===== src/rtl/loba_pkg.sv =====
// Shared encodings and default widths for the loba accumulator block.
package loba_pkg;
    localparam int N     = 16;
    localparam int ACC_W = 40;
    localparam int LEN_W = 8;

    typedef enum logic [1:0] {
        IDLE = 2'd0,
        ACC  = 2'd1,
        DONE = 2'd2
    } state_t;
endpackage


===== src/rtl/loba_acc_if.sv =====
// Job/product/result handshake bundle between the loba accumulator and its neighbours.
interface loba_acc_if #(
    parameter int N     = loba_pkg::N,
    parameter int ACC_W = loba_pkg::ACC_W,
    parameter int LEN_W = loba_pkg::LEN_W
);
    logic             start;
    logic [LEN_W-1:0] len;
    logic             p_valid;
    logic [2*N-1:0]   p_data;
    logic             p_ready;
    logic             sum_valid;
    logic [ACC_W-1:0] sum;
    logic             sum_ready;
    logic             ovf;
    logic             busy;

    modport master (
        output start, len, p_valid, p_data, sum_ready,
        input  p_ready, sum_valid, sum, ovf, busy
    );

    modport slave (
        input  start, len, p_valid, p_data, sum_ready,
        output p_ready, sum_valid, sum, ovf, busy
    );
endinterface


===== src/rtl/loba_sat_add.sv =====
// Unsigned saturating add: y = min(a + b, 2^ACC_W-1); sat flags the clamp.
module loba_sat_add #(
    parameter int IN_W  = 32,
    parameter int ACC_W = 40
) (
    input  logic [ACC_W-1:0] a,
    input  logic [IN_W-1:0]  b,
    output logic [ACC_W-1:0] y,
    output logic             sat
);
    // One extra bit catches the carry-out; IN_W <= ACC_W is assumed by the caller.
    logic [ACC_W:0] full;

    assign full = {1'b0, a} + {{(ACC_W + 1 - IN_W){1'b0}}, b};
    assign sat  = full[ACC_W];
    assign y    = sat ? {ACC_W{1'b1}} : full[ACC_W-1:0];
endmodule


===== src/rtl/loba_acc.sv =====
// Job-based saturating accumulator for approximate-multiplier products.
// Outputs are the accumulator/flag registers or state decodes only.
module loba_acc #(
    parameter int N     = loba_pkg::N,
    parameter int ACC_W = loba_pkg::ACC_W,
    parameter int LEN_W = loba_pkg::LEN_W
) (
    input  logic         clk,
    input  logic         rst,
    loba_acc_if.slave    bus
);
    import loba_pkg::*;

    state_t           state, state_n;
    logic [ACC_W-1:0] acc, acc_add;
    logic [LEN_W-1:0] cnt;
    logic             ovf_q, sat, clr, xfer;

    always_ff @(posedge clk or posedge rst) begin
        if (rst) state <= IDLE;
        else     state <= state_n;
    end

    always_comb begin
        state_n = state;
        clr     = 1'b0;
        xfer    = 1'b0;
        case (state)
            IDLE: begin
                if (bus.start) begin
                    clr     = 1'b1;
                    state_n = (bus.len == '0) ? DONE : ACC;
                end
            end
            ACC: begin
                xfer = bus.p_valid;
                if (bus.p_valid && cnt == LEN_W'(1)) state_n = DONE;
            end
            DONE: begin
                if (bus.sum_ready) state_n = IDLE;
            end
            default: state_n = IDLE;
        endcase
    end

    loba_sat_add #(.IN_W(2*N), .ACC_W(ACC_W)) u_add (
        .a   (acc),
        .b   (bus.p_data),
        .y   (acc_add),
        .sat (sat)
    );

    // Once saturated, further adds stay at all ones, so ovf only needs to OR in.
    always_ff @(posedge clk or posedge rst) begin
        if (rst) begin
            acc   <= '0;
            cnt   <= '0;
            ovf_q <= 1'b0;
        end else if (clr) begin
            acc   <= '0;
            cnt   <= bus.len;
            ovf_q <= 1'b0;
        end else if (xfer) begin
            acc   <= acc_add;
            cnt   <= cnt - LEN_W'(1);
            ovf_q <= ovf_q | sat;
        end
    end

    assign bus.p_ready   = (state == ACC);
    assign bus.sum_valid = (state == DONE);
    assign bus.busy      = (state != IDLE);
    assign bus.sum       = acc;
    assign bus.ovf       = ovf_q;
endmodule

===== src/flat_wrapper.sv =====
// flat-port wrapper written by rule: the top's interface ports become plain ports
module loba_acc_flat import loba_pkg::*;
#(
    parameter int N     = loba_pkg::N,
    parameter int ACC_W = loba_pkg::ACC_W,
    parameter int LEN_W = loba_pkg::LEN_W
)
  (clk, rst, bus_start, bus_len, bus_p_valid, bus_p_data, bus_sum_ready, bus_p_ready, bus_sum_valid, bus_sum, bus_ovf, bus_busy);
  loba_acc_if #(.N(N), .ACC_W(ACC_W), .LEN_W(LEN_W)) bus_i ();
  input  logic clk;
  input  logic rst;
  input wire logic [$bits(bus_i.start)-1:0] bus_start;
  input wire logic [$bits(bus_i.len)-1:0] bus_len;
  input wire logic [$bits(bus_i.p_valid)-1:0] bus_p_valid;
  input wire logic [$bits(bus_i.p_data)-1:0] bus_p_data;
  input wire logic [$bits(bus_i.sum_ready)-1:0] bus_sum_ready;
  output wire logic [$bits(bus_i.p_ready)-1:0] bus_p_ready;
  output wire logic [$bits(bus_i.sum_valid)-1:0] bus_sum_valid;
  output wire logic [$bits(bus_i.sum)-1:0] bus_sum;
  output wire logic [$bits(bus_i.ovf)-1:0] bus_ovf;
  output wire logic [$bits(bus_i.busy)-1:0] bus_busy;
  assign bus_i.start = bus_start;
  assign bus_i.len = bus_len;
  assign bus_i.p_valid = bus_p_valid;
  assign bus_i.p_data = bus_p_data;
  assign bus_i.sum_ready = bus_sum_ready;
  assign bus_p_ready = bus_i.p_ready;
  assign bus_sum_valid = bus_i.sum_valid;
  assign bus_sum = bus_i.sum;
  assign bus_ovf = bus_i.ovf;
  assign bus_busy = bus_i.busy;
  loba_acc #(.N(N), .ACC_W(ACC_W), .LEN_W(LEN_W)) u_core (.clk(clk), .rst(rst), .bus(bus_i));
endmodule

===== config.mk =====
export PLATFORM = sky130hd
export DESIGN_NAME = loba_acc_flat
export DESIGN_NICKNAME = d
export VERILOG_FILES = /design/src/rtl/loba_pkg.sv /design/src/rtl/loba_acc_if.sv /design/src/rtl/loba_sat_add.sv /design/src/rtl/loba_acc.sv /design/src/flat_wrapper.sv
export SDC_FILE = /design/constraint.sdc
export NUM_CORES = 1
export LEC_CHECK = 0
export CAP_MARGIN = 20
export CORE_ASPECT_RATIO = 0.8
export CORE_UTILIZATION = 42
export DETAILED_ROUTE_END_ITERATION = 12
export GPL_TIMING_DRIVEN = 0
export PLACE_DENSITY = 0.81
export SLEW_MARGIN = 40
export SYNTH_ARGS = -nofsm -noshare
export SYNTH_HDL_FRONTEND = slang
export SYNTH_SLANG_ARGS = --single-unit

===== constraint.sdc =====
create_clock -name clk -period 3.55 [get_ports clk]
set_input_delay 0.355 -clock clk [delete_from_list [all_inputs] [get_ports clk]]
set_output_delay 0.355 -clock clk [all_outputs]
set_load 0.01 [all_outputs]

==> summary.txt <==
Placed design
  – Post-DP HPWL: 8520 um
  – Final GP Congestion: 0.922
  – Port Buf Inserts: 88
  – Inst Count DP: 632

STA
  – Final hold vios: 0
  – Setup violators final: 0
  – Final Critical Period: 3270 ps
  – Slew Viols, Final: 0
  – Skew final: 8.94 ps
  – Period utilization: 92.0%
  – Slew at the pin closest to its max-slew limit: 725 ps
  – RSZ-0062 raised after global routing: false
  – Final TNS setup: 0 ps
  – Max frequency: 0.306 GHz
  – Slew margin rel.: 51.7%
  – Min Hold Slack: 326 ps

Routing
  – DR DRC count: 0
  – Vias per cell: 5.98
  – Detailed-route via count: 3824
  – Antenna viol nets, final: 0
  – Post-Route M1 WL: 5090 um
  – DR WL met2: 5220 um
  – DR WL/cell: 17.3 um
  – Wire length on met3: 605 um
  – Detailed Route Iter0 Violations: 191
  – Pre-antenna DRT Iters: 5
  – Max layer used: met4
  – Routed WL: 11100 um

Floorplan
  – Die width: 111 um
  – Die area: 9820 um^2
  – Core Box Area: 9110 um^2
  – Chip height: 88.9 um
  – Initial Utilization: 43.4%
  – Top Ports: 89
  – # rows: 31

Run
  – Maxcap violations: 0

Synth
  – Post-synthesis sequential area ratio: 32.2%
  – Synth area leaders: dfrtp_1 32%, ha_1 11%, a221o_1 5.8%
  – Post-Syn Instances: 428
  – Syn. warnings: 0
  – Unique masters post-synth: 59
  – Count leader, synth: dfrtp_1
  – Yosys reg bits: 51
  – Number of flops mapped to enable cells by yosys: 0
  – Mapped cell area: 3960 um^2
  – Share of flip-flops with an asynchronous set or reset: 100%
  – Yosys top cell by area: dfrtp_1
  – Syn_nets: 508
  – Post-synth top area share: 32.2%
  – Top post-synthesis cells by count: 51 x dfrtp_1, 41 x a21oi_1, 41 x nand2_1
  – Synthesized area per cell: 9.25 um^2
  – Ys flop type: dfrtp_1

Global routing
  – First-pass GRT wire length: 18500 um
  – Pin count of the biggest net entering global routing: 38
  – GRT overflow: 0
  – Initial antenna violation count: 0
  – Vias in the first global route: 3830
  – GRT Total Usage: 23.3%

Setup path
  – Worst r2r path cells: 12
  – Critical path class: in2reg
  – Setup crit end kind: flip-flop
  – Critical path required time: 3730 ps
  – Startpoint types: input pin
  – Critical Path Fanout Max: 10
  – CP Data Arrival Time: 3440 ps

CTS
  – CTS tree: built
  – CTS H-tree lvls: 2
  – Max clock buf depth: 2
  – CTS buffer count: 5
  – Worst skew pair latency: 290 ps
  – CTS resizes: 0
  – Post-CTS Hold Buffers: 0
  – Clock root buffer: clkbuf_16
  – Sink Count: 51
  – Post-CTS Setup Bufs: 0
  – Reg clk slew, reported paths: 70 ps

Finish
  – Multi-input logic area: 2540 um^2
  – Share of cells above drive strength 1: 6.67%
  – Register Area: 1280 um^2
  – Filler cells: 826
  – Non-filler cells, final: 640
  – Antenna cell count: 0
  – Post-layout util: 56.6%
  – Area growth syn-to-layout: 30.2%
  – Layout Nets: 604

Hold path
  – Hold crit path type: in2async

Power
  – PwrDens: 746 nW/um^2
  – Power Total: 3.85 mW
  – Max VDD drop: 0.308 mV
  – Leak: 2.34 nW

Status
  – Status: complete, no violations
## power by group
group	leakage [nW]	internal, mW	switching (mW)
Sequential	0.665	0.780	0.198
Combinational	1.60	1.09	1.28
Clock	0.0742	0.265	0.231
Total	2.34	2.14	1.71
## per-layer routing
metal / track usage, % / up-vias
li1: - / 1829
met1: 30.8 / 1840
met2: 39.2 / 141
met3: 4.18 / 14
met4: 7.27 / 0
met5: 0 / -
## flip-flops by register name (all words and copies together), names as in the netlist
signal / cells
u_core.bus.ovf: 1
u_core.state: 2
u_core.bus.sum: 40
u_core.cnt: 8
## cell usage in the layout, fill, tap and decap left out, types with 15 or more instances in the layout
cell / netlist / layout
clkdlybuf4s50_1: 0 / 88
dfrtp_1: 51 / 51
nand2_1: 41 / 41
a21oi_1: 41 / 41
ha_1: 34 / 34
a221o_1: 23 / 23
nor2_1: 19 / 19
a21o_1: 17 / 17
o21ai_0: 17 / 17
nand3_1: 15 / 15
xor2_1: 15 / 15
## final timing paths
| path | slack (ps) | from | endpoint |
|---|---|---|---|
| setup / recovery | 280 | bus_p_data[0] | u_core.bus.sum[6] |
| hold / removal | 330 | rst | u_core.bus.sum[6] |
| setup reg to reg | 310 | u_core.bus.sum[0] | u_core.bus.sum[6] |
| hold reg to reg | 490 | u_core.bus.ovf | u_core.bus.ovf |
| max in group asynchronous | 2760 | rst | u_core.bus.sum[27] |
| min in group clk | 490 | u_core.bus.ovf | u_core.bus.ovf |
## layout make-up
cell class | instances | area share [%]
Inverter | 11 | 0.850
Multi-Input combinational cell | 348 | 49.2
Buffer | 18 | 2.06
Clock inverter | 3 | 0.437
Sequential cell | 51 | 24.8
Timing Repair Buffer | 89 | 17.5
Clock buffer | 5 | 2.43
Tap cell | 115 | 2.79
## stage by stage
stage	setup slack (ps)	area, um^2
6_report	283	5150
3_5_place_dp	10.2	5010
4_1_cts	320	5150
3_3_place_gp	64.3	4980
2_1_floorplan	622	3960
5_1_grt	177	5150
## cell families after synthesis
| logic type | count (synthesis) | share of synthesized area (%) |
|---|---|---|
| AO/OA/AOI/OAI | 164 | 31.1 |
| XOR/XNOR | 29 | 6.41 |
| adder cells (fa/ha/maj) | 35 | 11.2 |
| buffers and inverters | 29 | 3.73 |
| flip-flops | 51 | 32.2 |
| AND/OR/NAND/NOR | 120 | 15.3 |
## worst max-delay path, cell delays in order
cell	delay, ps
clkdlybuf4s50_1	410
ha_1	230
fa_1	420
a211o_1	360
nand3_2	120
a22oi_4	90
o31ai_4	380
o31a_4	250
a21oi_4	100
nor2b_4	170
buf_6	140
buf_6	140
a221o_1	280
No activity file was read; power rests on OpenSTA's default activity.
